$ cat config.mk
export PLATFORM = sky130hd
export DESIGN_NAME = uart_frame_rx_flat
export DESIGN_NICKNAME = d
export VERILOG_FILES = /design/src/rtl/uart_frame_rx_pkg.sv /design/src/rtl/uart_frame_rx_if.sv /design/src/rtl/uart_frame_buf.sv /design/src/rtl/uart_frame_rx.sv /design/src/flat_wrapper.sv
export SDC_FILE = /design/constraint.sdc
export NUM_CORES = 1
export LEC_CHECK = 0
export CAP_MARGIN = 5
export CORE_MARGIN = 1
export CORE_UTILIZATION = 30
export DETAILED_ROUTE_END_ITERATION = 7
export PLACE_DENSITY = 0.47
export SLEW_MARGIN = 20
export SYNTH_ARGS = -nofsm -noshare
export SYNTH_HDL_FRONTEND = slang
export SYNTH_SLANG_ARGS = --single-unit
$ cat constraint.sdc
create_clock -name clk -period 2.6 [get_ports clk]
set_input_delay 0.52 -clock clk [delete_from_list [all_inputs] [get_ports clk]]
set_output_delay 0.52 -clock clk [all_outputs]
set_load 0.03 [all_outputs]
$ cat src/rtl/uart_frame_rx_pkg.sv
// Shared definitions for the framed UART receiver: FSM encodings, defaults,
// and the inter-byte timeout limit helper.
package uart_frame_rx_pkg;

  localparam logic [2:0] ST_IDLE   = 3'd0;
  localparam logic [2:0] ST_LEN    = 3'd1;
  localparam logic [2:0] ST_PAY    = 3'd2;
  localparam logic [2:0] ST_CHK    = 3'd3;
  localparam logic [2:0] ST_STREAM = 3'd4;

  localparam logic [7:0] DEF_SYNC_BYTE = 8'hA5;

  // One UART byte time is 10 bit periods (start + 8 data + stop).
  function automatic int tmo_limit(input int bytes, input int clk_hz, input int baud);
    longint t;
    t = longint'(bytes) * 64'd10 * longint'(clk_hz) / longint'(baud);
    return int'(t);
  endfunction

endpackage

$ cat src/rtl/uart_frame_rx_if.sv
// Payload byte stream from the frame receiver to the network loader (valid/ready).
interface uart_frame_rx_if;
  logic [7:0] out_data;
  logic       out_valid;
  logic       out_ready;
  logic       out_last;

  modport master (output out_data, output out_valid, output out_last, input out_ready);
  modport slave  (input out_data, input out_valid, input out_last, output out_ready);
endinterface

$ cat src/rtl/uart_frame_buf.sv
// Payload buffer: DEPTH x 8 register file, one synchronous write port and one
// combinational read port.
module uart_frame_buf #(
  parameter int DEPTH = 16,
  parameter int AW    = 4
) (
  input  logic          clk,
  input  logic          rst_n,
  input  logic          we,
  input  logic [AW-1:0] waddr,
  input  logic [7:0]    wdata,
  input  logic [AW-1:0] raddr,
  output logic [7:0]    rdata
);

  logic [7:0] mem [DEPTH];

  always_ff @(posedge clk or negedge rst_n) begin
    if (!rst_n) begin
      for (int i = 0; i < DEPTH; i++) mem[i] <= 8'h00;
    end else if (we) begin
      mem[waddr] <= wdata;
    end
  end

  assign rdata = mem[raddr];

endmodule

$ cat src/rtl/uart_frame_rx.sv
// Parses SYNC, LEN, PAYLOAD[LEN], CHK frames from uart_rx, checks the XOR sum,
// buffers the payload and streams good payloads out over valid/ready.
module uart_frame_rx
  import uart_frame_rx_pkg::*;
#(
  parameter int         MAX_LEN       = 16,
  parameter logic [7:0] SYNC_BYTE     = DEF_SYNC_BYTE,
  parameter int         CLK_HZ        = 12000000,
  parameter int         BAUD          = 9600,
  parameter int         TIMEOUT_BYTES = 4
) (
  input  logic                   clk,
  input  logic                   rst_n,
  input  logic [7:0]             rx_data,
  input  logic                   rx_new_value,
  input  logic                   rx_error,
  output logic                   rx_clear,
  uart_frame_rx_if.master        stream,
  output logic                   frame_ok,
  output logic                   frame_err,
  output logic                   busy,
  output logic [7:0]             drop_cnt
);

  localparam int         LW      = $clog2(MAX_LEN + 1);
  localparam int         AW      = (MAX_LEN > 1) ? $clog2(MAX_LEN) : 1;
  localparam int         T       = tmo_limit(TIMEOUT_BYTES, CLK_HZ, BAUD);
  localparam int         TW      = $clog2(T + 1);
  localparam logic [7:0] MAX_LEN8 = 8'(MAX_LEN);

  logic [2:0]    state;
  logic [LW-1:0] len;
  logic [LW-1:0] wr_idx;
  logic [LW-1:0] rd_idx;
  logic [7:0]    chk;
  logic [TW-1:0] tmo_cnt;
  logic [7:0]    rdata;

  logic take, in_frame, tmo_exp, len_ok, last_wr, last_rd, hs, we;

  // uart_rx holds new_value until it sees the clear, so the clear cycle is blind.
  assign take     = rx_new_value && !rx_clear;
  assign in_frame = (state == ST_LEN) || (state == ST_PAY) || (state == ST_CHK);
  assign tmo_exp  = in_frame && !take && (tmo_cnt == TW'(T - 1));
  assign len_ok   = (rx_data != 8'h00) && (rx_data <= MAX_LEN8);
  assign last_wr  = (wr_idx == len - LW'(1));
  assign last_rd  = (rd_idx == len - LW'(1));
  assign we       = take && !rx_error && (state == ST_PAY);

  assign busy             = (state != ST_IDLE);
  assign stream.out_valid = (state == ST_STREAM);
  assign stream.out_data  = stream.out_valid ? rdata : 8'h00;
  assign stream.out_last  = stream.out_valid && last_rd;
  assign hs               = stream.out_valid && stream.out_ready;

  uart_frame_buf #(.DEPTH(MAX_LEN), .AW(AW)) u_buf (
    .clk   (clk),
    .rst_n (rst_n),
    .we    (we),
    .waddr (wr_idx[AW-1:0]),
    .wdata (rx_data),
    .raddr (rd_idx[AW-1:0]),
    .rdata (rdata)
  );

  always_ff @(posedge clk or negedge rst_n) begin
    if (!rst_n) begin
      tmo_cnt <= '0;
    end else if (take || !in_frame) begin
      tmo_cnt <= '0;
    end else if (!tmo_exp) begin
      tmo_cnt <= tmo_cnt + TW'(1);
    end
  end

  always_ff @(posedge clk or negedge rst_n) begin
    if (!rst_n) begin
      state     <= ST_IDLE;
      len       <= '0;
      wr_idx    <= '0;
      rd_idx    <= '0;
      chk       <= 8'h00;
      rx_clear  <= 1'b0;
      frame_ok  <= 1'b0;
      frame_err <= 1'b0;
      drop_cnt  <= 8'h00;
    end else begin
      rx_clear  <= take;
      frame_ok  <= 1'b0;
      frame_err <= 1'b0;
      case (state)
        ST_IDLE: begin
          if (take && !rx_error && rx_data == SYNC_BYTE) state <= ST_LEN;
        end
        ST_LEN: begin
          if (take) begin
            if (rx_error || !len_ok) begin
              frame_err <= 1'b1;
              state     <= ST_IDLE;
            end else begin
              len    <= rx_data[LW-1:0];
              chk    <= rx_data;
              wr_idx <= '0;
              state  <= ST_PAY;
            end
          end else if (tmo_exp) begin
            frame_err <= 1'b1;
            state     <= ST_IDLE;
          end
        end
        ST_PAY: begin
          if (take) begin
            if (rx_error) begin
              frame_err <= 1'b1;
              state     <= ST_IDLE;
            end else begin
              chk    <= chk ^ rx_data;
              wr_idx <= wr_idx + LW'(1);
              if (last_wr) state <= ST_CHK;
            end
          end else if (tmo_exp) begin
            frame_err <= 1'b1;
            state     <= ST_IDLE;
          end
        end
        ST_CHK: begin
          if (take) begin
            if (!rx_error && rx_data == chk) begin
              frame_ok <= 1'b1;
              rd_idx   <= '0;
              state    <= ST_STREAM;
            end else begin
              frame_err <= 1'b1;
              state     <= ST_IDLE;
            end
          end else if (tmo_exp) begin
            frame_err <= 1'b1;
            state     <= ST_IDLE;
          end
        end
        ST_STREAM: begin
          if (take && !rx_error && drop_cnt != 8'hFF) drop_cnt <= drop_cnt + 8'd1;
          if (hs) begin
            if (last_rd) state <= ST_IDLE;
            else         rd_idx <= rd_idx + LW'(1);
          end
        end
        default: state <= ST_IDLE;
      endcase
    end
  end

endmodule

$ cat src/flat_wrapper.sv
// flat-port wrapper written by rule: the top's interface ports become plain ports
module uart_frame_rx_flat import uart_frame_rx_pkg::*;
#(
  parameter int         MAX_LEN       = 16,
  parameter logic [7:0] SYNC_BYTE     = DEF_SYNC_BYTE,
  parameter int         CLK_HZ        = 12000000,
  parameter int         BAUD          = 9600,
  parameter int         TIMEOUT_BYTES = 4
)
  (clk, rst_n, rx_data, rx_new_value, rx_error, rx_clear, frame_ok, frame_err, busy, drop_cnt, stream_out_data, stream_out_valid, stream_out_last, stream_out_ready);
  uart_frame_rx_if stream_i ();
  input  logic clk;
  input  logic rst_n;
  input  logic [7:0] rx_data;
  input  logic rx_new_value;
  input  logic rx_error;
  output logic rx_clear;
  output logic frame_ok;
  output logic frame_err;
  output logic busy;
  output logic [7:0] drop_cnt;
  output wire logic [$bits(stream_i.out_data)-1:0] stream_out_data;
  output wire logic [$bits(stream_i.out_valid)-1:0] stream_out_valid;
  output wire logic [$bits(stream_i.out_last)-1:0] stream_out_last;
  input wire logic [$bits(stream_i.out_ready)-1:0] stream_out_ready;
  assign stream_out_data = stream_i.out_data;
  assign stream_out_valid = stream_i.out_valid;
  assign stream_out_last = stream_i.out_last;
  assign stream_i.out_ready = stream_out_ready;
  uart_frame_rx #(.MAX_LEN(MAX_LEN), .SYNC_BYTE(SYNC_BYTE), .CLK_HZ(CLK_HZ), .BAUD(BAUD), .TIMEOUT_BYTES(TIMEOUT_BYTES)) u_core (.clk(clk), .rst_n(rst_n), .rx_data(rx_data), .rx_new_value(rx_new_value), .rx_error(rx_error), .rx_clear(rx_clear), .stream(stream_i), .frame_ok(frame_ok), .frame_err(frame_err), .busy(busy), .drop_cnt(drop_cnt));
endmodule
## Word-level counts from Yosys, hierarchy flattened

Index checks and enable logic that the tools add are counted.

- Add/sub/neg operators: 5
- $mul: 0
- Div/mod/pow operators: 0
- Magnitude comparators: 4
- Equal/unequal tests: 22
- Shift operators: 0
- Muxes and demuxes: 47
- Bitwise logic cells: 4
- Reductions and logical operators: 31

Operators by type and width:

| kind | count |
|---|---|
| $bwmux W128 | 1 |
| $mux W8 | 8 |
| $mux W5 | 8 |
| $bmux W8 S4 | 1 |
| $demux W8 S4 | 1 |
| $mux W16 | 2 |
| $mux W3 | 10 |
| $pmux W5 S2 | 2 |
| $add A16 B1 Y16 const B | 1 |
| $eq A16 B16 Y1 const B | 1 |
| $pmux W8 S2 | 1 |
| $pmux W3 S5 | 1 |
| $ne A2 B2 Y1 const B | 7 |
| $logic_and A1 B1 Y1 | 12 |
| $add A5 B1 Y5 const B | 2 |
| $eq A5 B5 Y1 | 2 |
| $ge A5 B5 Y1 const B | 2 |
| $mux W1 | 10 |
| $not A4 Y5 | 2 |
| $reduce_and A5 Y1 | 2 |
| $add A8 B1 Y8 const B | 1 |
| $eq A8 B8 Y1 | 1 |
| $eq A8 B8 Y1 const B | 1 |
| $le A8 B5 Y1 const B | 1 |
| other kinds (21) | 33 |

- Bits in registers: 181
- Latch bits: 0
- RAM bits: 0
- Bits in read-only memories: 0
- Output and inout port bits: 22
- Memories kept: 0

## Depth between registers and ports, before layout

Gate-level depths: netlist of the first run.

- Depth in word-level cells: 8
- Mapped depth: 8
- Depth with buffers taken out: 7

## Cells and area by module

Synthesis of the first run repeated with hierarchy kept, for this count alone.

- Cells, all modules: 656
- Area total of the unflattened synthesis: 8,823.5 µm²

Modules (own cells, without submodules):

| module | times used | cells an instance | area an instance (µm²) | sequential area each (µm²) |
|---|---|---|---|---|
| uart_frame_buf | 1 | 365 | 5,915.7 | 3,203.1 |
| uart_frame_rx | 1 | 291 | 2,907.8 | 1,326.3 |

## Worst setup path after synthesis of the first run

No wires, ideal clock.

- Kind: reg2out
- From: register u_core.rd_idx[0]
- To: output port stream_out_data[2]
- Arrival: 1.973 ns
- Required time: 2.080 ns
- Setup slack: 0.107 ns
- Stages on the path, launching flop included: 6
- Cells stage by stage: dfrtp_1 buf_6 buf_2 mux4_2 mux4_2 and2_1

- Word-level cells in the longest chain between the ends: 5

Ends and longest elaborated chain:

| element | RTL line | source |
|---|---|---|
| start, declared | uart_frame_rx.sv:34 | `logic [LW-1:0] rd_idx;` |
| start signal, assigned | uart_frame_rx.sv:145 | `else rd_idx <= rd_idx + LW'(1);` |
| $not A4 Y5 (not written as such) | uart_frame_buf.sv:26 | `assign rdata = mem[raddr];` |
| $bmux W8 S4 | uart_frame_buf.sv:26 |  |
| $mux W8 (not written as such) (2 in a row) | uart_frame_buf.sv:26 |  |
| $mux W8 | uart_frame_rx.sv:52 | `assign stream.out_data = stream.out_valid ? rdata : 8'h00;` |
| end, declared | flat_wrapper.sv:22 | `output wire logic [$bits(stream_i.out_data)-1:0] stream_out_data;` |

No other way between the ends. The select of a mux whose other input is x is not followed.

## Worst setup path after layout of the first run

Same ends and word-level chain as after synthesis.

==> results of run 1 <==
## logic make-up (layout without fill, tap and decap cells)
kind of cell | Yosys count | count (layout) | synth area share (%)
xor+xnor | 42 | 42 | 4.207
compound gates | 79 | 79 | 5.166
fa+ha+maj | 8 | 8 | 1.145
mux | 145 | 145 | 23.77
simple gates | 179 | 179 | 11.25
flops | 181 | 181 | 51.80
buf+inv | 54 | 145 | 2.662
## Yosys cell counts (all sizes together)
library cell / count / area [um^2]
xnor2: 19 / 166.4
and2: 13 / 81.33
dfrtp: 181 / 4529
mux2: 101 / 1137
o32ai: 1 / 8.760
a41oi: 1 / 8.760
nor3: 5 / 30.03
and3: 7 / 43.79
nand2b: 6 / 37.54
ha: 8 / 100.1
or3: 4 / 25.02
nor2b: 3 / 18.77
or4: 2 / 15.01
nor4: 6 / 52.55
buf: 14 / 81.32
nand4b: 1 / 8.760
o21ai: 41 / 205.2
nor2: 22 / 82.58
nand2: 57 / 214.0
nor3b: 2 / 15.01
nand3: 29 / 200.2
nand3b: 3 / 22.52
a21o: 1 / 7.510
xor2: 23 / 201.4
nand4: 14 / 87.58
a22o: 2 / 17.52
inv: 12 / 45.04
o31ai: 4 / 30.03
o211ai: 9 / 67.56
mux2i: 4 / 40.04
nor4bb: 3 / 30.03
nor4b: 1 / 8.760
mux4: 40 / 900.9
clkbuf: 28 / 106.4
or4b: 1 / 10.01
a21oi: 19 / 95.09
o2111a: 1 / 11.26
## metal layers
| metal | routed length, um | part of all wire [%] | track usage, % | vias up |
|---|---|---|---|---|
| li1 | - | - | - | 2650 |
| met1 | 10320 | 46 | 21.06 | 3018 |
| met2 | 10830 | 48 | 25.76 | 114 |
| met3 | 935 | 4.1 | 4.310 | 28 |
| met4 | 515 | 2.3 | 4.830 | 0 |
| met5 | 0 | 0 | 0 | - |
## layout make-up
type                            count  area, um^2  share of cell area [%]
Clock buffer                       17       425.4                   3.942
Clock inverter                     15       201.4                   1.866
Inverter                           12       45.04                  0.4173
Multi-Input combinational cell    453        4056                   37.58
Sequential cell                   181        4533                   42.00
Tap cell                          384       480.5                   4.452
Timing Repair Buffer              101        1051                   9.738
## worst register-to-register path, cell delays in order, from the launching register on
cell and delay (ns):
dfrtp_1 0.40, buf_12 0.16, buf_16 0.16, xnor2_2 0.15, xnor2_1 0.24, nor4_4 0.08
buf_4 0.17, or4b_2 0.63, nand3_1 0.11
## placed cells by master (no fill, tap or decap), types with 14 or more instances in the layout
master	n
a21oi_1	19
buf_4	53
clkbuf_16	17
clkdlybuf4s50_1	23
dfrtp_1	178
mux2_1	56
mux2_2	45
mux4_2	40
nand2_1	57
nand3_1	18
nand4_1	14
nor2_1	22
o21ai_0	41
xnor2_1	18
xor2_1	23
## power by group
part | switching [W] | internal (W)
Sequential | 0.000139 | 0.00290
Clock | 0.00136 | 0.00133
Combinational | 0.000838 | 0.000870
## flip-flops by register name (all words and copies together) (netlist names)
name	count
u_core.rd_idx	5
u_core.drop_cnt	8
u_core.wr_idx	5
u_core.tmo_cnt	16
u_core.rx_clear	1
u_core.u_buf.mem	128
u_core.chk	8
u_core.state	3
u_core.frame_ok	1
u_core.len	5
u_core.frame_err	1
## metrics by stage
step                      power (W)  hold WS (ns)  std cells
final                      0.007433       0.03255       1163
after global routing       0.007785       0.06168       1163
after CTS                  0.007540       0.04177       1163
after detailed placement   0.004413        0.4667       1120
after global placement     0.004384        0.4642       1120
after floorplan            0.003854        0.2244        688
## how the worst max path moves through the flow
stage / to / cells past startpoint / startpoint
floorplan: stream_out_data[2] / 5 / u_core.rd_idx[0]$_DFFE_PN0P_
global placement: stream_out_data[3] / 4 / u_core.rd_idx[0]$_DFFE_PN0P_
detailed placement: stream_out_data[1] / 4 / u_core.rd_idx[0]$_DFFE_PN0P_
CTS: stream_out_data[2] / 7 / u_core.rd_idx[0]$_DFFE_PN0P_
global route: stream_out_data[6] / 6 / u_core.rd_idx[0]$_DFFE_PN0P_
finish: stream_out_data[2] / 6 / u_core.rd_idx[0]$_DFFE_PN0P_
## what timing repair did
action	4_1_cts	5_1_grt
gates cloned	4	0
hold buffers	0	0
buffers inserted	7	2
endpoints found under the setup margin	9	9
pin swaps	3	2
resized for setup	49	8
==> impl_metrics.tcl, run 1 <==
set metrics [dict create \
    grt_max_degree 86 \
    grt_use_total_pct 16.00 \
    syn_avg_cell_area_um2 12.71 \
    fin_area_mm2 0.01079 \
    grt_antenna_before_repair 0 \
    core_mm2 0.02870 \
    dpl.hpwl_um 15270 \
    synth_cells 688 \
    grt_pass1_vias 6149 \
    cellLeakagePower_nw 4.906 \
    vias 5810 \
    overflow 0 \
    yosys_warnings 0 \
    synth_cell_types 45 \
    htreeDepth 4 \
    num-fill-cells 2739 \
    start_util_pct 30.46 \
    clock-sinks 181 \
    drive_gt1_share_pct 29.01 \
    gp_congestion 0.7533 \
    pin_count 35 \
    drc 0 \
    synth_nets 709 \
    via_per_inst 4.996 \
    antennaDiodeCount 0 \
    path_clk_slew_ns 0.08 \
    slew_headroom_pct 59.11 \
    dr.pass1.iters 5 \
    hold_violations 0 \
    dp_slack_ns -0.2691 \
    crit_path_max_incr_delay_ns 0.50 \
    worstSetupPathType "register to output pin" \
    wl_um 22600 \
    setup_viol 9 \
    wl_per_cell_um 19.43 \
    cts_tree "done" \
    powerDensity_mw_per_mm2 688.7 \
    setup_slack_ns -0.3867 \
    final_max_slew_viol_count 0 \
    cts_buffer_depth 2 \
    antenna_left 0 \
    fin_nets 787 \
    worstMarginPinSlew_ns 0.6127 \
    r2r-end "u_core.rd_idx[0]$_DFFE_PN0P_" \
    worstRegToRegCells 8 \
    crit_slowest_cell "mux4_2" \
    cp_num_buf_inv 3 \
    r2r_slack_ns 0.43 \
    detail_route.iter0.violations 324 \
    placed_cell_area_mm2 0.009854 \
    syn-cell-area_mm2 0.008743 \
    path_max_fanout 6 \
    skew_ns 0.01188 \
    ys_ff_latch 181 \
    area_growth_pct 23.44 \
    die_w_um 172.7 \
    crit_family "multiplexers" \
    crit_chain "buf_12 -> buf_8 -> mux4_2 -> mux4_2 -> and2_4 -> buf_6" \
    timing.critical_path.required_ns 2.08 \
    die_height_um 172.7 \
    path_common_cell "mux4_2" \
    end_kind "output pin" \
    vdd_drop_max_mv 0.4243 \
    num_rows 62 \
    clk_latency_ns 0.45 \
    io_buffers 34 \
    root_buffer "clkbuf_16" \
    numCtsBuffers 17 \
    die_area_mm2 0.02983 \
    outcome "finished, violations left" \
    violations "negative setup slack" \
    clock.fmax_mhz 334.8 \
    hp-class "input pin to async pin" \
    maxCapViolations 0 \
    postLayoutCoreUtil_pct 37.60 \
    yosysSeqAreaShare_pct 51.80 \
    grt_pass1_wl_um 36160 \
    startpoint_type "register" \
    cp.arrival_ns 2.47 \
    min_period_over_period_pct 114.9 \
    grt_setup_unrepaired "true" \
    period_needed_ns 2.987 \
    r2r-start "u_core.rd_idx[2]$_DFFE_PN0P_" \
    tns_ns -2.895 \
]
Power figures use the tool's default switching activity.
==> run 2: changes to the inputs <==
- CORE_MARGIN: 1 -> unset
- CORE_UTILIZATION: 30 -> 61
- PLACE_DENSITY: 0.47 -> 0.82
==> run 2 against run 1 <==
The flow still finishes with violations (negative setup slack). Clock skew shrank 0.0053 ns. Clock power down 8.9%. Critical path depth stayed put. Cell count shrank 17%. Hold slack gained 0.067 ns. Via count rose by 6.4%. Routed wire length decreased by 2.3%. Combinational power rose by 3%. Design area fell by 2.6%. Die area down 50%. Global-route usage rose by 15 points. Critical endpoint is now stream_out_data[5].
==> impl_metrics.tcl, run 2 (synthesized netlist as in run 1, its figures left out) <==
set metrics [dict create \
    end_kind "output pin" \
    power_w 0.007259 \
    clock.fmax_mhz 336.6 \
    worstRegToRegCells 9 \
    violations "negative setup slack" \
    slew_headroom_pct 50.72 \
    io_buffers 34 \
    clk_latency_ns 0.44 \
    whs_ns 0.09911 \
    powerDensity_mw_per_mm2 690.6 \
    final_max_slew_viol_count 0 \
    num_rows 43 \
    pin_count 35 \
    path_clk_slew_ns 0.07 \
    start_util_pct 62.75 \
    crit_family "multiplexers" \
    grt_pass1_wl_um 33860 \
    final_common_cell "dfrtp_1" \
    vdd_drop_max_mv 0.6090 \
    regMostFlops "u_core.u_buf.mem" \
    cp_num_buf_inv 3 \
    setup_slack_ns -0.3710 \
    via_per_inst 6.411 \
    wl_per_cell_um 22.90 \
    cts_tree "done" \
    largestRegisters "u_core.u_buf.mem (128), u_core.tmo_cnt (16)" \
    multi_input_area_mm2 0.004063 \
    grt_max_degree 78 \
    die_w_um 121.7 \
    r2r-start "u_core.rd_idx[2]$_DFFE_PN0P_" \
    path_max_fanout 8 \
    cellLeakagePower_nw 4.895 \
    place_inst 910 \
    hold_violations 0 \
    num-fill-cells 818 \
    vias 6180 \
    dr.pass1.iters 5 \
    grt_antenna_before_repair 0 \
    antenna_left 0 \
    crit_slowest_cell "mux4_2" \
    hp-class "input pin to async pin" \
    drive_gt1_share_pct 29.72 \
    htreeDepth 4 \
    timing.critical_path.required_ns 2.08 \
    instances_no_fill 964 \
    register_area_mm2 0.004534 \
    crit_chain "buf_6 -> buf_12 -> mux4_2 -> mux4_2 -> and2_4 -> buf_6" \
    core_mm2 0.01393 \
    drc 0 \
    dpl.hpwl_um 13480 \
    crit_path_max_incr_delay_ns 0.50 \
    numCtsBuffers 17 \
    gp_congestion 0.8302 \
    antennaDiodeCount 0 \
    detail_route.iter0.violations 632 \
    r2r-end "u_core.rd_idx[0]$_DFFE_PN0P_" \
    grt_use_total_pct 31.48 \
    final_cell_mix "dfrtp_1, nand2_1, mux2_1, buf_4, mux2_2" \
    worstMarginPinSlew_ns 0.7392 \
    die_height_um 121.7 \
    cts_buffer_depth 2 \
    period_needed_ns 2.971 \
    wl_um 22080 \
    worstSetupPathType "register to output pin" \
    ctsHoldBuffers 0 \
    startpoint_type "register" \
    r2r_slack_ns 0.30 \
    setup_viol 9 \
    fin_nets 792 \
    overflow 0 \
    grt_pass1_vias 6257 \
    skew_ns 0.006623 \
    die_area_mm2 0.01482 \
    maxCapViolations 0 \
    grt_setup_unrepaired "true" \
    root_buffer "clkbuf_16" \
    outcome "finished, violations left" \
    min_period_over_period_pct 114.3 \
    clock-sinks 181 \
    cp.arrival_ns 2.45 \
    largest_reg_flops 128 \
    area_growth_pct 20.22 \
]
## run 2: changes by cell type in the layout (fill, tap and decap cells not counted), sizes merged
cell and change:
buf +3, clkbuf +7, clkinv -2, clkinvlp +3, dlygate4sd2 +1, inv -7
## run 2: what timing repair did
item                       4_1_cts  5_1_grt
gates resized for setup         66       17
gates cloned                     1        1
buffers inserted                 8       14
setup endpoints to repair       10        9
pin swaps                        7        3
## run 2: worst max-delay path by stage
stage	slack (ns)	start	endpoint	cells past startpoint
6_report	-0.37	u_core.rd_idx[0]$_DFFE_PN0P_	stream_out_data[5]	6
4_1_cts	-0.39	u_core.rd_idx[0]$_DFFE_PN0P_	stream_out_data[0]	7
5_1_grt	-0.42	u_core.rd_idx[0]$_DFFE_PN0P_	stream_out_data[5]	6
2_1_floorplan	0.11	u_core.rd_idx[0]$_DFFE_PN0P_	stream_out_data[2]	5
3_5_place_dp	-0.28	u_core.rd_idx[0]$_DFFE_PN0P_	stream_out_data[2]	5
3_3_place_gp	-0.23	u_core.rd_idx[0]$_DFFE_PN0P_	stream_out_data[2]	5
## run 2: stage by stage
step / utilization, % / setup TNS (ns) / instance area (um^2) / worst slack [ns]
floorplan: - / 0 / 8743 / 0.1068
global placement: 68.64 / -1.127 / 9564 / -0.2306
detailed placement: 68.64 / -1.263 / 9564 / -0.2750
CTS: 74.37 / -2.651 / 10360 / -0.3883
global route: 75.43 / -3.202 / 10510 / -0.4227
finish: 75.43 / -2.708 / 10510 / -0.3710
## run 2: layout make-up
class                           instances  area share (%)
Inverter                               12          0.4285
Multi-Input combinational cell        453           38.65
Sequential cell                       181           43.14
Timing Repair Buffer                  106           10.22
Clock buffer                           23           4.738
Tap cell                              180           2.143
Clock inverter                          9          0.6785
## run 2: power breakdown
part	internal (W)	switching [W]
Sequential	0.00290	0.000152
Clock	0.00136	0.00109
Combinational	0.000936	0.000824
## run 2: routing by layer
layer  routed length [um]  vias up  track usage [%]
met4                  869        0            15.12
met3                 1349       65            7.444
met1                 8784     3156            39.95
met2                11080      287            51.17
met5                    0        -                0
li1                     -     2672                -
